[src/rtl/piece_spawner_pkg.sv]
// Shared tetromino definitions: piece indices, shapes, board coordinates and
// the spawn-pose helper used by the piece spawner.
package piece_spawner_pkg;

  localparam int NUMBER_OF_TETROMINO = 7;
  localparam int COORD_W             = 6;

  typedef logic [2:0]                tetromino_idx_t;
  typedef logic [15:0]               tetromino_t;
  typedef logic signed [COORD_W-1:0] coord_t;

  typedef struct packed {
    coord_t x;
    coord_t y;
  } coordinate_t;

  typedef struct packed {
    tetromino_idx_t idx;
    tetromino_t     tetromino;
    logic [1:0]     rotation;
    coordinate_t    coordinate;
  } tetromino_ctrl;

  localparam tetromino_idx_t TETROMINO_I_IDX = 3'd0;
  localparam tetromino_idx_t TETROMINO_O_IDX = 3'd1;
  localparam tetromino_idx_t TETROMINO_T_IDX = 3'd2;
  localparam tetromino_idx_t TETROMINO_S_IDX = 3'd3;
  localparam tetromino_idx_t TETROMINO_Z_IDX = 3'd4;
  localparam tetromino_idx_t TETROMINO_J_IDX = 3'd5;
  localparam tetromino_idx_t TETROMINO_L_IDX = 3'd6;

  localparam coord_t SPAWN_X = 6'sd3;

  // The I piece occupies row 1 of its box, so it enters one row lower than the rest.
  function automatic tetromino_ctrl spawn_pose(input tetromino_idx_t idx, input tetromino_t shape);
    tetromino_ctrl c;
    c.idx          = idx;
    c.tetromino    = shape;
    c.rotation     = 2'd0;
    c.coordinate.x = SPAWN_X;
    c.coordinate.y = (idx == TETROMINO_I_IDX) ? 6'sd0 : -6'sd1;
    return c;
  endfunction

endpackage

[src/rtl/piece_spawner_get_tetromino_info.sv]
// Rotation-0 shape lookup: 4x4 bitmap, row 0 in bits [15:12], column 0 is the MSB of each row.
module get_tetromino_info
  import piece_spawner_pkg::*;
(
  input  tetromino_idx_t idx_i,
  output tetromino_t     shape_o
);

  // Shape table
  always_comb begin
    shape_o = 16'h0000;
    case (idx_i)
      TETROMINO_I_IDX: shape_o = 16'h0F00;
      TETROMINO_O_IDX: shape_o = 16'h6600;
      TETROMINO_T_IDX: shape_o = 16'h4E00;
      TETROMINO_S_IDX: shape_o = 16'h6C00;
      TETROMINO_Z_IDX: shape_o = 16'hC600;
      TETROMINO_J_IDX: shape_o = 16'h8E00;
      TETROMINO_L_IDX: shape_o = 16'h2E00;
      default:         shape_o = 16'h0000;
    endcase
  end

endmodule

[src/rtl/piece_spawner.sv]
// Piece spawner: fills a shift-register preview queue from the generator, then
// serves spawn requests and the once-per-piece hold/swap slot.
module piece_spawner
  import piece_spawner_pkg::*;
#(
  parameter int PREVIEW_DEPTH = 3
) (
  input  logic                                 clk,
  input  logic                                 rst_n,
  input  tetromino_ctrl                        gen_next,
  output logic                                 gen_enable,
  input  logic                                 spawn_req,
  input  logic                                 hold_req,
  output tetromino_ctrl                        spawn,
  output logic                                 spawn_valid,
  output tetromino_idx_t [PREVIEW_DEPTH-1:0]   preview,
  output tetromino_idx_t                       hold_idx,
  output logic                                 hold_valid,
  output logic                                 hold_locked,
  output logic                                 busy
);

  localparam logic [0:0] ST_FILL  = 1'b0;
  localparam logic [0:0] ST_READY = 1'b1;
  localparam int         CNT_W    = $clog2(PREVIEW_DEPTH + 1);

  logic [0:0]                        state_q, state_d;
  logic [CNT_W-1:0]                  fill_cnt_q, fill_cnt_d;
  tetromino_idx_t [PREVIEW_DEPTH-1:0] queue_q, queue_d;
  tetromino_ctrl                     spawn_q, spawn_d;
  logic                              spawn_valid_q, spawn_valid_d;
  tetromino_idx_t                    hold_idx_q, hold_idx_d;
  logic                              hold_valid_q, hold_valid_d;
  logic                              hold_locked_q, hold_locked_d;
  logic                              spawned_q, spawned_d;

  logic           fill_s, hold_ok_s, swap_s, take_s, shift_s;
  tetromino_idx_t next_idx_s;
  tetromino_t     shape_s;
  logic           unused_gen_s;

  // A spawn request always beats a hold request in the same cycle.
  assign fill_s     = (state_q == ST_FILL);
  assign hold_ok_s  = (state_q == ST_READY) && !spawn_req && hold_req && !hold_locked_q && spawned_q;
  assign swap_s     = hold_ok_s && hold_valid_q;
  assign take_s     = (state_q == ST_READY) && (spawn_req || (hold_ok_s && !hold_valid_q));
  assign shift_s    = fill_s || take_s;
  assign next_idx_s = swap_s ? hold_idx_q : queue_q[0];
  assign gen_enable = rst_n && shift_s;

  assign unused_gen_s = ^{gen_next.tetromino, gen_next.rotation, gen_next.coordinate};

  get_tetromino_info u_info (
    .idx_i   (next_idx_s),
    .shape_o (shape_s)
  );

  // Next-state logic for the queue, hold slot, spawn descriptor and FSM
  always_comb begin
    state_d       = state_q;
    fill_cnt_d    = fill_cnt_q;
    queue_d       = queue_q;
    spawn_d       = spawn_q;
    spawn_valid_d = 1'b0;
    hold_idx_d    = hold_idx_q;
    hold_valid_d  = hold_valid_q;
    hold_locked_d = hold_locked_q;
    spawned_d     = spawned_q;

    if (shift_s) begin
      for (int i = 0; i < PREVIEW_DEPTH - 1; i++) begin
        queue_d[i] = queue_q[i+1];
      end
      queue_d[PREVIEW_DEPTH-1] = gen_next.idx;
    end else begin
      queue_d = queue_q;
    end

    case (state_q)
      ST_FILL: begin
        fill_cnt_d = fill_cnt_q + CNT_W'(1);
        if (fill_cnt_d == CNT_W'(PREVIEW_DEPTH)) begin
          state_d = ST_READY;
        end else begin
          state_d = ST_FILL;
        end
      end
      ST_READY: begin
        if (take_s || swap_s) begin
          spawn_d       = spawn_pose(next_idx_s, shape_s);
          spawn_valid_d = 1'b1;
          spawned_d     = 1'b1;
        end else begin
          spawn_d = spawn_q;
        end
        if (spawn_req) begin
          hold_locked_d = 1'b0;
        end else if (hold_ok_s) begin
          hold_idx_d    = spawn_q.idx;
          hold_valid_d  = 1'b1;
          hold_locked_d = 1'b1;
        end else begin
          hold_locked_d = hold_locked_q;
        end
      end
      default: begin
        state_d    = ST_FILL;
        fill_cnt_d = '0;
      end
    endcase
  end

  // State registers with asynchronous clear
  always_ff @(posedge clk or negedge rst_n) begin
    if (!rst_n) begin
      state_q       <= ST_FILL;
      fill_cnt_q    <= '0;
      queue_q       <= '0;
      spawn_q       <= '0;
      spawn_valid_q <= 1'b0;
      hold_idx_q    <= 3'd0;
      hold_valid_q  <= 1'b0;
      hold_locked_q <= 1'b0;
      spawned_q     <= 1'b0;
    end else begin
      state_q       <= state_d;
      fill_cnt_q    <= fill_cnt_d;
      queue_q       <= queue_d;
      spawn_q       <= spawn_d;
      spawn_valid_q <= spawn_valid_d;
      hold_idx_q    <= hold_idx_d;
      hold_valid_q  <= hold_valid_d;
      hold_locked_q <= hold_locked_d;
      spawned_q     <= spawned_d;
    end
  end

  assign spawn       = spawn_q;
  assign spawn_valid = spawn_valid_q;
  assign preview     = queue_q;
  assign hold_idx    = hold_idx_q;
  assign hold_valid  = hold_valid_q;
  assign hold_locked = hold_locked_q;
  assign busy        = fill_s;

endmodule

[config.mk]
export PLATFORM = sky130hd
export DESIGN_NAME = piece_spawner
export DESIGN_NICKNAME = d
export VERILOG_FILES = /design/src/rtl/piece_spawner_pkg.sv /design/src/rtl/piece_spawner_get_tetromino_info.sv /design/src/rtl/piece_spawner.sv
export SDC_FILE = /design/constraint.sdc
export NUM_CORES = 1
export LEC_CHECK = 0
export BUFFER_PORTS_ARGS = -buffer_cell sky130_fd_sc_hd__buf_2
export CORE_MARGIN = 2
export CORE_UTILIZATION = 45
export CTS_CLUSTER_SIZE = 40
export DETAILED_ROUTE_END_ITERATION = 16
export PLACE_DENSITY = 0.81
export SYNTH_ARGS = -nofsm -noshare
export SYNTH_HDL_FRONTEND = slang
export SYNTH_SLANG_ARGS = --single-unit
[constraint.sdc]
create_clock -name clk -period 3.2 [get_ports clk]
set_input_delay 0.64 -clock clk [delete_from_list [all_inputs] [get_ports clk]]
set_output_delay 0.64 -clock clk [all_outputs]
set_load 0.01 [all_outputs]
==> impl_metrics.yaml <==
cts:
  cts.sinks: 30
  clkSlewWorstSetupHoldPaths_ns: 0.09
  post_cts_buffers: 0
  cts_buffer_depth: 2
  cts_made_buffers: 5
  ctsResizeCount: 0
  clkLatencyLatePin_ns: 0.32
  postCtsHoldBufs: 0
  htree_levels: 2
  tritoncts: "yes"
  root_buffer: "clkbuf_4"
synth:
  synth_compound_area_share_pct: 8.51
  synthCells: 147
  ys_top_cells_by_area: "dfrtp_1 (48%), buf_4 (11%), mux2_2 (10%), mux2i_1 (3.2%), o21ai_0 (3.2%)"
  synth-seq-cells: 30
  synth_xor_area_share_pct: 1.67
  synth_top_family_by_area: "buffers and inverters"
  yosys_warnings: 0
  yosysSeqAreaShare_pct: 47.7
  synth_top_area_share_pct: 47.7
  synth_top_area_cell: "dfrtp_1"
  synth-adder-area-share_pct: 0.796
  synth.distinct_cells: 34
  synth-simple-area-share_pct: 13.0
  syn-cell-area_um2: 1570
  synth_mux_area_share_pct: 13.2
  synth.avg_cell_area_um2: 10.7
floorplanning:
  die_area_um2: 3980
  die_y_um: 63.1
  fp.dieW_um: 63.1
  rows: 21
  core_um2: 3340
  pin_count: 87
  initial_core_util_pct: 47.1
sta:
  skew_ns: 0.00619
  fmax_ghz: 0.474
  slew_violations: 0
  post-route-period-util_pct: 65.9
  setup-tns-final_ns: 0
  setup_violations: 0
  hold_violations: 0
  worst_slew_pin_slew_ns: 0.574
  timing.final.crit_period_ns: 2.11
  rsz0062_at_grt: "no"
  slew_headroom_pct: 61.7
setup_path:
  start_kind: "flip-flop"
  endpoint_kind: "output pin"
  path_max_fanout: 10
  rr_worst_depth: 4
  crit_start: "state_q$_DFF_PN0_"
  worstReg2RegStart: "state_q$_DFF_PN0_"
  crit_required_ns: 2.56
  critPathKind: "flip-flop to output pin"
  arrival_ns: 1.47
power_and_ir_drop:
  pwr-share-seq_pct: 50.7
  powerDensity_nw_per_um2: 649
  irDropWorstVdd_mv: 0.354
  total_power_mw: 1.12
  combPwrFrac_pct: 31.7
  pwr-share-clk_pct: 17.6
  swShare_pct: 35.9
  p_int_uw: 720
  power_switching_uw: 404
  p_leak_nw: 0.836
finish:
  postLayoutCoreUtil_pct: 51.9
  final_nets: 217
  final_cell_mix: "buf_2 (41), dfrtp_1 (30), conb_1 (15)"
  drive_above_1_share_pct: 39.1
  diodes: 0
  final_common_cell: "buf_2"
  syn_to_final_growth_pct: 10.1
  design_area_um2: 1730
  stdcell_count: 225
  n_fill_cell: 322
flow_run:
  cap_violations: 0
route:
  num_vias: 1035
  drc: 0
  firstDrtPassIters: 4
  drtIter0Drc: 10
  via_per_inst: 4.60
  wl_per_cell_um: 11.2
  ant_nets: 0
  drt_wl_total_um: 2520
global_routing:
  grt_pass1_wl_um: 4310
  antenna_found_initial: 0
  grt.total_usage_pct: 14.0
  grt_max_degree: 31
  gr-total-overflow: 0
  grt_pass1_vias: 936
placement:
  place_area_um2: 1680
  dp.cells: 218
  gp_congestion: 0.802
  dp_hpwl_um: 1850
  portBuffers: 41
status:
  status: "finished, final reports clean"
min_path:
  worstHoldPathType: "input pin to asynchronous set/reset pin"
-- worst paths after layout --
path,to,slack (ns)
max in group asynchronous,hold_idx[1]$_DFFE_PN0P_,2.60
worst max register to register,spawn[22]$_DFFE_PN0P_,1.32
worst min-delay path,preview[6]$_DFFE_PN0N_,0.32
min in group clk,fill_cnt_q[0]$_DFFE_PN0N_,0.47
worst min register to register,fill_cnt_q[0]$_DFFE_PN0N_,0.47
worst max-delay path,gen_enable,1.09
-- stage by stage --
stage	setup slack [ns]	hold slack, ns
detailed placement	0.982	0.467
CTS	1.06	0.327
floorplan	1.36	0.344
finish	1.09	0.323
global placement	0.986	0.455
global route	0.912	0.335
-- sequential cells by signal, indices dropped and copies added (netlist names) --
name         count
fill_cnt_q       2
spawn_valid      1
preview          9
spawn           11
hold_valid       1
hold_locked      1
state_q          1
spawned_q        1
hold_idx         3
-- critical path, cell delays in order, from the launching register on --
cell	delay, ns
dfrtp_1	0.50
nand2_1	0.15
nor2_4	0.28
nor2b_1	0.08
buf_2	0.15
-- routing by layer --
metal / wire length, µm / vias to the layer above / part of all wire, % / GRT usage [%]
li1: - / 524 / - / -
met3: 213 / 5 / 8.4 / 5.18
met5: 0 / - / 0 / 0
met4: 38 / 0 / 1.5 / 6.67
met1: 1180 / 465 / 47 / 17.6
met2: 1100 / 41 / 43 / 21.1
-- power groups by stage --
stage	Clock [mW]	Combinational [mW]	Sequential [mW]
2_1_floorplan	0	0.283	0.558
3_3_place_gp	0	0.357	0.572
3_5_place_dp	0	0.361	0.576
6_report	0.198	0.356	0.569
4_1_cts	0.208	0.364	0.568
5_1_grt	0.228	0.398	0.590
-- cell families after synthesis --
| kind of cell | Yosys count |
|---|---|
| flops | 30 |
| other cells | 1 |
| buf+inv | 37 |
| compound gates | 21 |
| xor+xnor | 3 |
| mux | 19 |
| simple gates | 35 |
| fa+ha+maj | 1 |
-- final cells by class --
cell class	instances	area [µm²]	area share [%]
Tap cell	46	57.6	3.32
Clock buffer	5	37.5	2.17
Timing Repair Buffer	42	213	12.3
Multi-Input combinational cell	94	641	37.0
Sequential cell	30	751	43.4
Inverter	6	22.5	1.30
Clock inverter	2	10.0	0.578
-- cell usage after synthesis --
| master | count |
|---|---|
| a2111oi_0 | 2 |
| a211o_1 | 1 |
| a21o_1 | 2 |
| a31oi_1 | 1 |
| and3_1 | 1 |
| buf_2 | 4 |
| buf_4 | 22 |
| buf_6 | 1 |
| clkbuf_1 | 4 |
| conb_1 | 1 |
| dfrtp_1 | 30 |
| ha_1 | 1 |
| inv_1 | 5 |
| inv_2 | 1 |
| mux2_2 | 14 |
| mux2i_1 | 5 |
| nand2_1 | 11 |
| nand2b_1 | 1 |
| nand3_1 | 2 |
| nand3b_1 | 3 |
| nand3b_2 | 1 |
| nand3b_4 | 1 |
| nor2_1 | 4 |
| nor2_2 | 1 |
| nor2_4 | 1 |
| nor2b_1 | 2 |
| nor3_1 | 4 |
| o21a_1 | 2 |
| o21ai_0 | 10 |
| o22ai_1 | 1 |
| o31ai_1 | 2 |
| or2_2 | 2 |
| or3b_1 | 1 |
| xnor2_1 | 3 |
(Power assumes the default switching activity.)
